--- src/rtl/acq_pkg.sv ---
// Shared types and default sizing for the acquisition scheduler.
package acq_pkg;

  localparam int unsigned ACQ_PERIOD_W    = 16;
  localparam int unsigned ACQ_BURST_W     = 16;
  localparam int unsigned ACQ_ACK_TIMEOUT = 1023;

  typedef enum logic [1:0] {
    ST_IDLE = 2'd0,
    ST_CLR  = 2'd1,
    ST_RUN  = 2'd2,
    ST_REQ  = 2'd3
  } acq_state_e;

endpackage

--- src/rtl/acq_period_div.sv ---
// Tick divider: counts timer ticks and flags the tick that completes a period.
// The expire output is combinational so the scheduler can act on the same edge.
module acq_period_div
  import acq_pkg::*;
#(
  parameter int unsigned PERIOD_W = ACQ_PERIOD_W
) (
  input  logic                clk,
  input  logic                rst,
  input  logic                clr,
  input  logic                tick,
  input  logic [PERIOD_W-1:0] period,
  output logic                expire
);

  logic [PERIOD_W-1:0] tick_cnt;
  logic                last_c;

  // period is already normalised to be nonzero by the scheduler
  assign last_c = (tick_cnt == PERIOD_W'(period - PERIOD_W'(1)));
  assign expire = tick & ~clr & last_c;

  // Tick counter, restarted at each period boundary and held clear while idle
  always_ff @(posedge clk) begin
    if (rst || clr) begin
      tick_cnt <= '0;
    end else if (tick) begin
      tick_cnt <= last_c ? '0 : PERIOD_W'(tick_cnt + PERIOD_W'(1));
    end
  end

endmodule

--- src/rtl/acq_scheduler.sv ---
// Periodic acquisition scheduler: owns timer clr/ena, divides the timer tick
// by a programmable period and issues timestamped req/ack acquisitions.
// Optional ack timeout is built when ACQ_SCHED_ACK_TIMEOUT_EN is defined.
module acq_scheduler
  import acq_pkg::*;
#(
  parameter int unsigned PERIOD_W    = ACQ_PERIOD_W,
  parameter int unsigned BURST_W     = ACQ_BURST_W,
  parameter int unsigned ACK_TIMEOUT = ACQ_ACK_TIMEOUT
) (
  input  logic                clk,
  input  logic                rst,
  input  logic                start,
  input  logic                stop,
  input  logic [PERIOD_W-1:0] period,
  input  logic [BURST_W-1:0]  burst,
  input  logic                tick,
  input  logic [31:0]         tmr_count,
  output logic                tmr_clr,
  output logic                tmr_ena,
  output logic                acq_req,
  input  logic                acq_ack,
  output logic [31:0]         acq_ts,
  output logic [BURST_W-1:0]  req_cnt,
  output logic                busy,
  output logic                done,
  output logic                overrun,
  output logic                ack_tmo
);

  acq_state_e          state_q, state_d;
  logic [PERIOD_W-1:0] period_q, period_d;
  logic [BURST_W-1:0]  burst_q, burst_d;
  logic [BURST_W-1:0]  req_cnt_d, req_cnt_inc_c;
  logic [31:0]         acq_ts_d;
  logic                acq_req_d, overrun_d, done_d;
  logic                busy_d, tmr_clr_d, tmr_ena_d;
  logic                start_ok_c, div_clr_c, expire, tmo_hit_c;

  if (ACK_TIMEOUT == 0) begin : g_bad_cfg
    $error("acq_scheduler: ACK_TIMEOUT must be nonzero");
  end

  assign start_ok_c    = (state_q == ST_IDLE) && start && !stop;
  assign div_clr_c     = (state_q == ST_IDLE) || (state_q == ST_CLR);
  assign req_cnt_inc_c = BURST_W'(req_cnt + BURST_W'(1));

  acq_period_div #(
    .PERIOD_W (PERIOD_W)
  ) u_div (
    .clk    (clk),
    .rst    (rst),
    .clr    (div_clr_c),
    .tick   (tick),
    .period (period_q),
    .expire (expire)
  );

`ifdef ACQ_SCHED_ACK_TIMEOUT_EN
  localparam int unsigned TMO_W = $clog2(ACK_TIMEOUT + 1);

  logic [TMO_W-1:0] tmo_cnt;

  assign tmo_hit_c = (state_q == ST_REQ) && (tmo_cnt == TMO_W'(ACK_TIMEOUT - 1));

  // Cycles spent waiting in REQ; zero on every entry to REQ
  always_ff @(posedge clk) begin
    if (rst || state_q != ST_REQ) begin
      tmo_cnt <= '0;
    end else begin
      tmo_cnt <= TMO_W'(tmo_cnt + TMO_W'(1));
    end
  end

  // Sticky timeout flag, cleared by an accepted start
  always_ff @(posedge clk) begin
    if (rst) begin
      ack_tmo <= 1'b0;
    end else if (start_ok_c) begin
      ack_tmo <= 1'b0;
    end else if (tmo_hit_c && !stop && !acq_ack) begin
      ack_tmo <= 1'b1;
    end
  end
`else
  assign tmo_hit_c = 1'b0;
  assign ack_tmo   = 1'b0;
`endif

  // Next-state and next-output decode
  always_comb begin
    state_d   = state_q;
    period_d  = period_q;
    burst_d   = burst_q;
    acq_req_d = acq_req;
    acq_ts_d  = acq_ts;
    req_cnt_d = req_cnt;
    overrun_d = overrun;
    done_d    = 1'b0;

    case (state_q)
      ST_IDLE: begin
        if (start_ok_c) begin
          period_d  = (period == '0) ? PERIOD_W'(1) : period;
          burst_d   = burst;
          req_cnt_d = '0;
          overrun_d = 1'b0;
          state_d   = ST_CLR;
        end
      end
      ST_CLR: begin
        state_d = stop ? ST_IDLE : ST_RUN;
      end
      ST_RUN: begin
        if (stop) begin
          state_d = ST_IDLE;
        end else if (expire) begin
          acq_req_d = 1'b1;
          acq_ts_d  = tmr_count;
          state_d   = ST_REQ;
        end
      end
      ST_REQ: begin
        if (stop) begin
          acq_req_d = 1'b0;
          state_d   = ST_IDLE;
        end else begin
          // a period that ends while a request is outstanding is dropped
          if (expire) begin
            overrun_d = 1'b1;
          end
          if (acq_ack) begin
            acq_req_d = 1'b0;
            req_cnt_d = req_cnt_inc_c;
            if ((burst_q != '0) && (req_cnt_inc_c == burst_q)) begin
              done_d  = 1'b1;
              state_d = ST_IDLE;
            end else begin
              state_d = ST_RUN;
            end
          end else if (tmo_hit_c) begin
            acq_req_d = 1'b0;
            state_d   = ST_IDLE;
          end
        end
      end
      default: state_d = ST_IDLE;
    endcase

    busy_d    = (state_d != ST_IDLE);
    tmr_clr_d = (state_d == ST_CLR);
    tmr_ena_d = (state_d == ST_RUN) || (state_d == ST_REQ);
  end

  // State and registered outputs
  always_ff @(posedge clk) begin
    if (rst) begin
      state_q  <= ST_IDLE;
      period_q <= '0;
      burst_q  <= '0;
      acq_req  <= 1'b0;
      acq_ts   <= '0;
      req_cnt  <= '0;
      overrun  <= 1'b0;
      done     <= 1'b0;
      busy     <= 1'b0;
      tmr_clr  <= 1'b0;
      tmr_ena  <= 1'b0;
    end else begin
      state_q  <= state_d;
      period_q <= period_d;
      burst_q  <= burst_d;
      acq_req  <= acq_req_d;
      acq_ts   <= acq_ts_d;
      req_cnt  <= req_cnt_d;
      overrun  <= overrun_d;
      done     <= done_d;
      busy     <= busy_d;
      tmr_clr  <= tmr_clr_d;
      tmr_ena  <= tmr_ena_d;
    end
  end

endmodule
--- config.mk ---
export PLATFORM = sky130hd
export DESIGN_NAME = acq_scheduler
export DESIGN_NICKNAME = d
export VERILOG_FILES = /design/src/rtl/acq_pkg.sv /design/src/rtl/acq_period_div.sv /design/src/rtl/acq_scheduler.sv
export SDC_FILE = /design/constraint.sdc
export NUM_CORES = 1
export LEC_CHECK = 0
export CELL_PAD_IN_SITES_DETAIL_PLACEMENT = 1
export CELL_PAD_IN_SITES_GLOBAL_PLACEMENT = 2
export CORE_AREA = 2 2 139 141
export CTS_CLUSTER_DIAMETER = 150
export DETAILED_ROUTE_END_ITERATION = 10
export DIE_AREA = 0 0 141 143
export PLACE_DENSITY = 0.79
export SETUP_SLACK_MARGIN = 0.1
export SLEW_MARGIN = 20
export SYNTH_ARGS = -nofsm -noshare
export SYNTH_HDL_FRONTEND = slang
export SYNTH_SLANG_ARGS = --single-unit
--- constraint.sdc ---
create_clock -name clk -period 3.3 [get_ports clk]
set_clock_uncertainty 0.05 [all_clocks]
set_input_delay 0.66 -clock clk [delete_from_list [all_inputs] [get_ports clk]]
set_output_delay 0.66 -clock clk [all_outputs]
set_load 0.03 [all_outputs]
After elaboration in Yosys (flattened, before gate mapping)

Cells that the tools add are included.

Register bits after elaboration: 104
Bits of input ports: 70
Word-level logic and storage cells: 77

Add/subtract/negate cells: 3
Equality and inequality tests: 15
Muxes and demuxes: 22
Bitwise operators: 6
Reductions and logical operators: 19

Operators by type and width:

| cell                  | number |
|---|---|
| $mux 16               | 5 |
| $add 16x1->16 const B | 2 |
| $eq 16x16->1          | 2 |
| $pmux 16 s2           | 1 |
| $logic_not 16->1      | 1 |
| $reduce_bool 16->1    | 1 |
| $sub 16x1->16 const B | 1 |
| $mux 2                | 7 |
| $ne 2x2->1 const B    | 6 |
| $reduce_and 4->1      | 3 |
| $eq 2x2->1 const B    | 4 |
| $pmux 2 s4            | 1 |
| $mux 1                | 6 |
| $reduce_bool 2->1     | 3 |
| $eq 2x1->1 const B    | 2 |
| $not 1->1             | 4 |
| $pmux 1 s2            | 2 |
| $reduce_or 4->1       | 1 |
| $logic_and 1x1->1     | 3 |
| $logic_or 1x1->1      | 3 |
| $ne 3x3->1 const B    | 1 |
| $reduce_and 3->1      | 1 |
| $and 1x1->1           | 2 |
| $logic_not 2->1       | 1 |
| other kinds (2)       | 2 |

Logic depth before layout (Yosys ltp)

Depth after elaboration: 10
Gate-level depth with buffers: 11
Mapped depth without buffers: 9

Cells and area by module

A second synthesis with hierarchy kept.

Cells, all modules: 684
Area total of the unflattened synthesis: 5347.6 um2

By module, submodules not included:

| module         | instances | cells each | area an instance (um2) |
|---|---|---|---|
| acq_scheduler  | 1         | 514        | 4012.6 |
| acq_period_div | 1         | 170        | 1335.0 |

Worst setup path before layout

No wires, ideal clock.

Path type: register to register
From: register req_cnt[0]
To: register busy
Setup time: 0.137 ns
Arrival time: 2.405 ns
Required time: 3.113 ns
Slack: 0.709 ns
Stages on the path, launching flop included: 9
Clock period less this slack: 2.591 ns
Cells stage by stage: dfxtp_1 -> ha_1 -> nand3_1 -> nor4_2 -> xnor2_1 -> nor4_1 -> nand4b_1 -> o21ai_0 -> o41ai_2

Word-level cells in the longest chain between the ends: 8

RTL lines:

| item                     | RTL line             | source |
|---|---|---|
| start: declaration       | acq_scheduler.sv:24  | `output logic [BURST_W-1:0] req_cnt,` |
| start signal: assignment | acq_scheduler.sv:175 | `req_cnt <= req_cnt_d;` |
| $add 16x1->16            | acq_scheduler.sv:46  | `assign req_cnt_inc_c = BURST_W'(req_cnt + BURST_W'(1));` |
| $eq 16x16->1             | acq_scheduler.sv:135 | `if ((burst_q != '0) && (req_cnt_inc_c == burst_q)) begin` |
| $logic_and 1x1->1        | acq_scheduler.sv:135 |  |
| $mux 2                   | acq_scheduler.sv:135 |  |
| $mux 2                   | acq_scheduler.sv:132 | `if (acq_ack) begin` |
| $mux 2                   | acq_scheduler.sv:124 | `if (stop) begin` |
| $pmux 2 s4               | acq_scheduler.sv:101 | `case (state_q)` |
| $reduce_bool 2->1        | acq_scheduler.sv:150 | `busy_d = (state_d != ST_IDLE);` |
| end signal: assignment   | acq_scheduler.sv:178 | `busy <= busy_d;` |
| end: declaration         | acq_scheduler.sv:25  | `output logic busy,` |

No other way between the ends.
A chain may end at the register's enable or synchronous reset.

Final worst setup path

From: register period_q[0]
To: register u_div.tick_cnt[9]

Word-level cells in the longest chain between the ends: 3

RTL lines:

| item                     | RTL line             | source |
|---|---|---|
| start: declaration       | acq_scheduler.sv:32  | `logic [PERIOD_W-1:0] period_q, period_d;` |
| start signal: assignment | acq_scheduler.sv:171 | `period_q <= period_d;` |
| $sub 16x1->16            | acq_period_div.sv:20 | `assign last_c = (tick_cnt == PERIOD_W'(period - PERIOD_W'(1)));` |
| $eq 16x16->1             | acq_period_div.sv:20 |  |
| $mux 16                  | acq_period_div.sv:28 | `tick_cnt <= last_c ? '0 : PERIOD_W'(tick_cnt + PERIOD_W'(1));` |
| end signal: assignment   | acq_period_div.sv:28 |  |
| end: declaration         | acq_period_div.sv:16 | `logic [PERIOD_W-1:0] tick_cnt;` |

No other way between the ends.

==> metrics.yaml <==
status:
  outcome: "complete, no violations"
run:
  max_cap_viol_count: 0
final_layout:
  areaGrowthSynthToFinish_pct: 32.56
  final-instance-count-excl-fill: 1006
  drive_gt1_share_pct: 6.347
  final_nets: 841
  final_area_um2: 7029
  antennaDiodeCount: 0
sta:
  fin_crit_ps: 2884
  period_share_pct: 87.40
  slew_violations: 0
  max_freq_mhz: 346.7
  rsz0062_at_grt: "false"
  worst_slack_ps: 415.7
  setup_viol: 0
  fin_setup_tns_ps: 0
  worstMarginPinSlew_ps: 497.1
  maxSlewHeadroom_pct: 66.61
  hold_violations: 0
clock_tree:
  clock_path_buffers: 2
  clk_latency_ps: 360
  cts_tree: "yes"
  htree_num_levels: 3
  cts.repair.resized: 0
  cts_sinks: 104
  postCtsSetupBuffers: 0
  numCtsBuffers: 9
  clk_pin_slew_ps: 80
  holdBufCountCts: 0
  clock-root-buffer: "clkbuf_16"
critical_path:
  required_ps: 3510
  end_kind: "flop"
  worstPathMaxFanout: 10
  critPathArrivalTime_ps: 3090
  ff2ff_path_depth: 10
  start_kind: "flop"
  crit_type: "reg2reg"
logic_synthesis:
  synth_area_leaders: "dfxtp_1 39%, a21oi_1 8.8%, nand2_1 6.1%, xnor2_1 5.0%, o21ai_0 4.5%"
  yosysMostFrequentCell: "dfxtp_1"
  synthArstFlopShare_pct: 0
  ys.flop_type: "dfxtp_1"
  syn_area_per_cell_um2: 7.891
  syn_inst: 672
  synth_top_area_cell: "dfxtp_1"
  synth_top_area_share_pct: 39.26
  synth_edf_count: 0
  syn-cell-area_um2: 5303
  synthTopCellsByCount: "104 x dfxtp_1, 93 x a21oi_1, 86 x nand2_1"
  synth.net_count: 745
  yosysUniqueCellTypes: 57
  synth_seq_area_share_pct: 39.26
  ys_ff_latch: 104
  synth_warnings: 0
global_route:
  grt_pass1_vias: 5435
  grt_max_degree: 87
  gr-usage-all-layers_pct: 17.97
  grt_pass1_wl_mm: 28.68
  antenna_found_initial: 0
  overflow: 0
floorplan:
  core-area_um2: 18580
  die-area_um2: 20160
  fp.dieW_um: 141
  rows: 50
  pin_count: 125
  die_h_um: 143
  initial_core_util_pct: 28.54
detailed_routing:
  drtIter0Drc: 205
  dr.pass1.iters: 4
  top_layer: "met4"
  dr_wl_met2_mm: 9.249
  vias_per_cell: 5.166
  vias: 5197
  wl_per_cell_um: 17.89
  wl_mm: 17.99
  drc: 0
  drtAntennaViolNets: 0
  met1Wirelength_mm: 7.994
  wl_met3_um: 438
worst_hold_path:
  hold_path_depth: 2
  hold_class: "reg2reg"
placed_design:
  dp_worst_setup_slack_ps: 257.8
  portBuffers: 123
  place_inst: 991
  placed_cell_area_um2: 6744
  hpwl_mm: 13.34
  routabilityCongestion: 0.8525
pwr:
  p_sw_w: 0.0007657
  internal-power_w: 0.002021
  power_frac_clock_pct: 37.6
  irDropWorstVdd_mv: 0.2341
  sw_frac_of_total_pct: 27.47
  combPwrFrac_pct: 15.4
  pwr_density_cell_nw_per_um2: 396.5
  p_seq_share_pct: 47.0
  leakage_nw: 2.342
## metrics by stage
step	power [W]	utilization (%)	hold WS [ps]
5_1_grt	0.002920	37.83	437.6
4_1_cts	0.002820	37.80	420.1
2_1_floorplan	0.001574	-	397.8
6_report	0.002787	37.83	408.8
3_5_place_dp	0.001769	36.30	410.2
3_3_place_gp	0.001760	36.30	392.3
## cells in the final DEF, fill, tap and decap left out, types with 5 or more instances in the layout
cell type,synthesis,routed
nand2b_1,6,6
nand3b_1,5,5
nand2_1,86,86
o21ai_0,48,47
xor2_1,25,25
nor3_1,10,9
a21oi_1,93,93
nand3_1,45,45
and3_1,9,9
and4_1,8,8
inv_1,8,8
nor2_1,40,40
buf_4,2,14
clkdlybuf4s50_1,0,122
nor4_1,14,14
nand4b_1,5,5
dfxtp_1,104,104
xnor2_1,30,30
or3_1,6,6
clkbuf_16,0,9
nand4_1,16,16
## state kept, by name, summed over array words and instances, names as in the netlist, 2 cells and up
signal          cells
burst_q            16
acq_ts             32
state_q             2
req_cnt            16
u_div.tick_cnt     16
period_q           16
## kinds of logic after synthesis
logic type	count (synthesis)	share of synthesized area (%)
and+or+nand+nor	272	26.76
AOI/OAI and AO/OA	173	18.88
DFF	104	39.26
buffers and inverters	62	4.861
xor gates and xnor gates	55	9.084
adders and majority gates	3	0.7080
muxes	2	0.3776
other	1	0.07072
## worst max-delay path, cell delays in order, from the launching register on
cell	delay [ps]
dfxtp_1	480
inv_1	100
ha_1	260
o21ba_2	210
a221o_1	340
a21oi_1	140
and4_1	270
nand3_1	200
o311ai_4	400
buf_4	250
nor2_1	70
## area by class of cell
type	count	area, µm²
Timing Repair Buffer	139	1371
Sequential cell	104	2082
Clock inverter	4	27.53
Multi-Input combinational cell	506	2973
Inverter	8	30.03
Clock buffer	11	252.7
Fill cell	2188	11550
Tap cell	234	292.8
## routing by layer
layer  GRT usage [%]  vias up
met5               0        -
met4           6.684        0
met3           2.683       19
met2           32.30       73
met1           21.75     2547
li1                -     2558
## power by group through the flow
stage,Combinational [W],Sequential (W),Clock (W)
final,0.000430,0.00131,0.00105
after global routing,0.000471,0.00131,0.00114
after global placement,0.000424,0.00134,0
after floorplan,0.000246,0.00133,0
after CTS,0.000433,0.00131,0.00108
after detailed placement,0.000431,0.00134,0
## final timing paths
check                                              start                        endpoint  slack [ps]
worst max-delay path            period_q[0]$_SDFFE_PP0P_  u_div.tick_cnt[9]$_SDFFE_PP0P_         420
worst min register to register      overrun$_SDFFE_PP0P_            overrun$_SDFFE_PP0P_         410
worst max register to register  period_q[0]$_SDFFE_PP0P_  u_div.tick_cnt[9]$_SDFFE_PP0P_         420
worst min-delay path                overrun$_SDFFE_PP0P_            overrun$_SDFFE_PP0P_         410
Note: power is estimated with default switching activity, not from simulation.
==> edit (same settings) <==
Add an input register stage for `period`; this delays it by one clock. The other inputs are not delayed to match.
--- a/src/rtl/acq_scheduler.sv
+++ b/src/rtl/acq_scheduler.sv
@@ -28,4 +28,10 @@
   output logic                ack_tmo
 );
+
+  logic [PERIOD_W-1:0] period_r;
+
+  always_ff @(posedge clk) begin
+    period_r <= period;
+  end
 
   acq_state_e          state_q, state_d;
@@ -102,5 +108,5 @@
       ST_IDLE: begin
         if (start_ok_c) begin
-          period_d  = (period == '0) ? PERIOD_W'(1) : period;
+          period_d  = (period_r == '0) ? PERIOD_W'(1) : period_r;
           burst_d   = burst;
           req_cnt_d = '0;
Behaviour: not the same (a bounded check fails within 4 cycles, from zero or initial values and one cycle with rst high).
==> edit against the unedited design <==
Combinational power decreased by 24%; global-route usage fell by 0.073 points; cell area is 7.6% higher; non-clock buffer count decreased by 3; via count grew 1.9%; area after synthesis grew 4.8%; sequential cell count up 16; utilization is 2.9 points higher; setup slack got worse by 0.059 ns; worst hold slack got worse by 0.0079 ns; power rose by 36%; routed wire length is 0.47% higher.
==> edit: results (changes against the unedited design) <==
[grt]
grt_pass1_vias=5375  ; was 5435
grtUsageTotal=0.179  ; was 0.180
grt_pass1_wl_mm=28.4  ; was 28.7 mm
grt_max_degree=47  ; was 87

[min_path]
hold_depth=2  ; unchanged
min_from=period_r[2]  ; was overrun
hold_path_end=period_q[2]  ; was overrun

[worst_setup_path]
cp_max_fo=22  ; was 10
critPathMaxStageDelay_ns=0.53  ; was 0.48 ns
arrival_ns=3.18  ; was 3.09 ns
reg2reg_depth=9  ; was 10
worst_path_max_delay_cell=or4_1  ; was dfxtp_1
worst_path_dominant_cell_family=simple AND/OR/NAND/NOR gates  ; was compound AO/OA/AOI/OAI gates
crit_end=u_div.tick_cnt[6]  ; was u_div.tick_cnt[9]
crit_type=flip-flop to flip-flop  ; unchanged

[layout]
buffers_excl_clock=136  ; was 139
multi_input_gates=508  ; was 506
fillers=2163  ; was 2188
seq_share=0.318  ; was 0.296
drive_gt1_frac=0.0700  ; was 0.0635
final_cell_area_um2=7560  ; was 7030 µm²
seq_cell_count=120  ; was 104
nClkBuffers=17  ; was 11
multi_input_area_share=0.385  ; was 0.423
nets=860  ; was 841
final-clk-cell-share=0.0819  ; was 0.0399
buffer_area_frac=0.175  ; was 0.195
inverters=4  ; was 8

[synthesis]
synth.distinct_cells=59  ; was 57
synthTopCellsByCount=dfxtp_1, nand2_1, a21oi_1  ; was dfxtp_1, a21oi_1, nand2_1
syn_avg_cell_area_um2=8.16  ; was 7.89 µm²
synth_seq_area_share=0.432  ; was 0.393
syn_nets=754  ; was 745

[place]
dp_slack_ns=0.288  ; was 0.258 ns
dp_hpwl_mm=13.1  ; was 13.3 mm
dpl.cell_count=1002  ; was 991
placed_area_um2=6940  ; was 6740 µm²
routabilityCongestion=0.815  ; was 0.853

[pwr]
worst_ir_drop_vdd_mv=0.369  ; was 0.234 mV
p_leak_nw=2.62  ; was 2.34 nW

[clock_tree]
htreeDepth=4  ; was 3
clk_pin_slew_ns=0.06  ; was 0.08 ns
cts_resized=0  ; unchanged
clock_latency_ns=0.42  ; was 0.36 ns

[status]
outcome=completed  ; unchanged

[route]
drt-initial-drc-count=269  ; was 205
wl_mm=18.1  ; was 18.0 mm
vias_per_cell=5.12  ; was 5.17
wire_per_inst_um=17.5  ; was 17.9 µm

[timing]
relSlewSlack=0.600  ; was 0.666
hold_ws_ns=0.401  ; was 0.409 ns
period_minus_slack_ns=2.94  ; was 2.88 ns

-- edit: changes by cell type after synthesis, sizes merged, moves of 4 or more --
cell,before,now
dfxtp,104,120
inv,8,4
nand4,16,12
nor2,40,48
and2,4,10
nand2,86,91
nand4b,5,1
-- edit: cell families after synthesis --
group / synth area share
and+or+nand+nor: 0.241
AOI/OAI and AO/OA: 0.174
DFF: 0.432
xor gates and xnor gates: 0.0930
buffers and inverters: 0.0464
adders and majority gates: 0.00676
muxes: 0.00541
other: 0.000675
-- edit: per-layer routing --
metal,vias to the layer above,GRT usage,share of wire
met4,0,0.0658,0.019
met2,126,0.304,0.48
li1,2602,-,-
met5,-,0,0
met3,22,0.0372,0.042
met1,2544,0.225,0.46
-- edit: power breakdown --
| part | internal, mW | switching (mW) |
|---|---|---|
| registers | 1.48 | 0.0353 |
| clock network | 1.21 | 0.740 |
| logic | 0.162 | 0.164 |
| total | 2.85 | 0.940 |
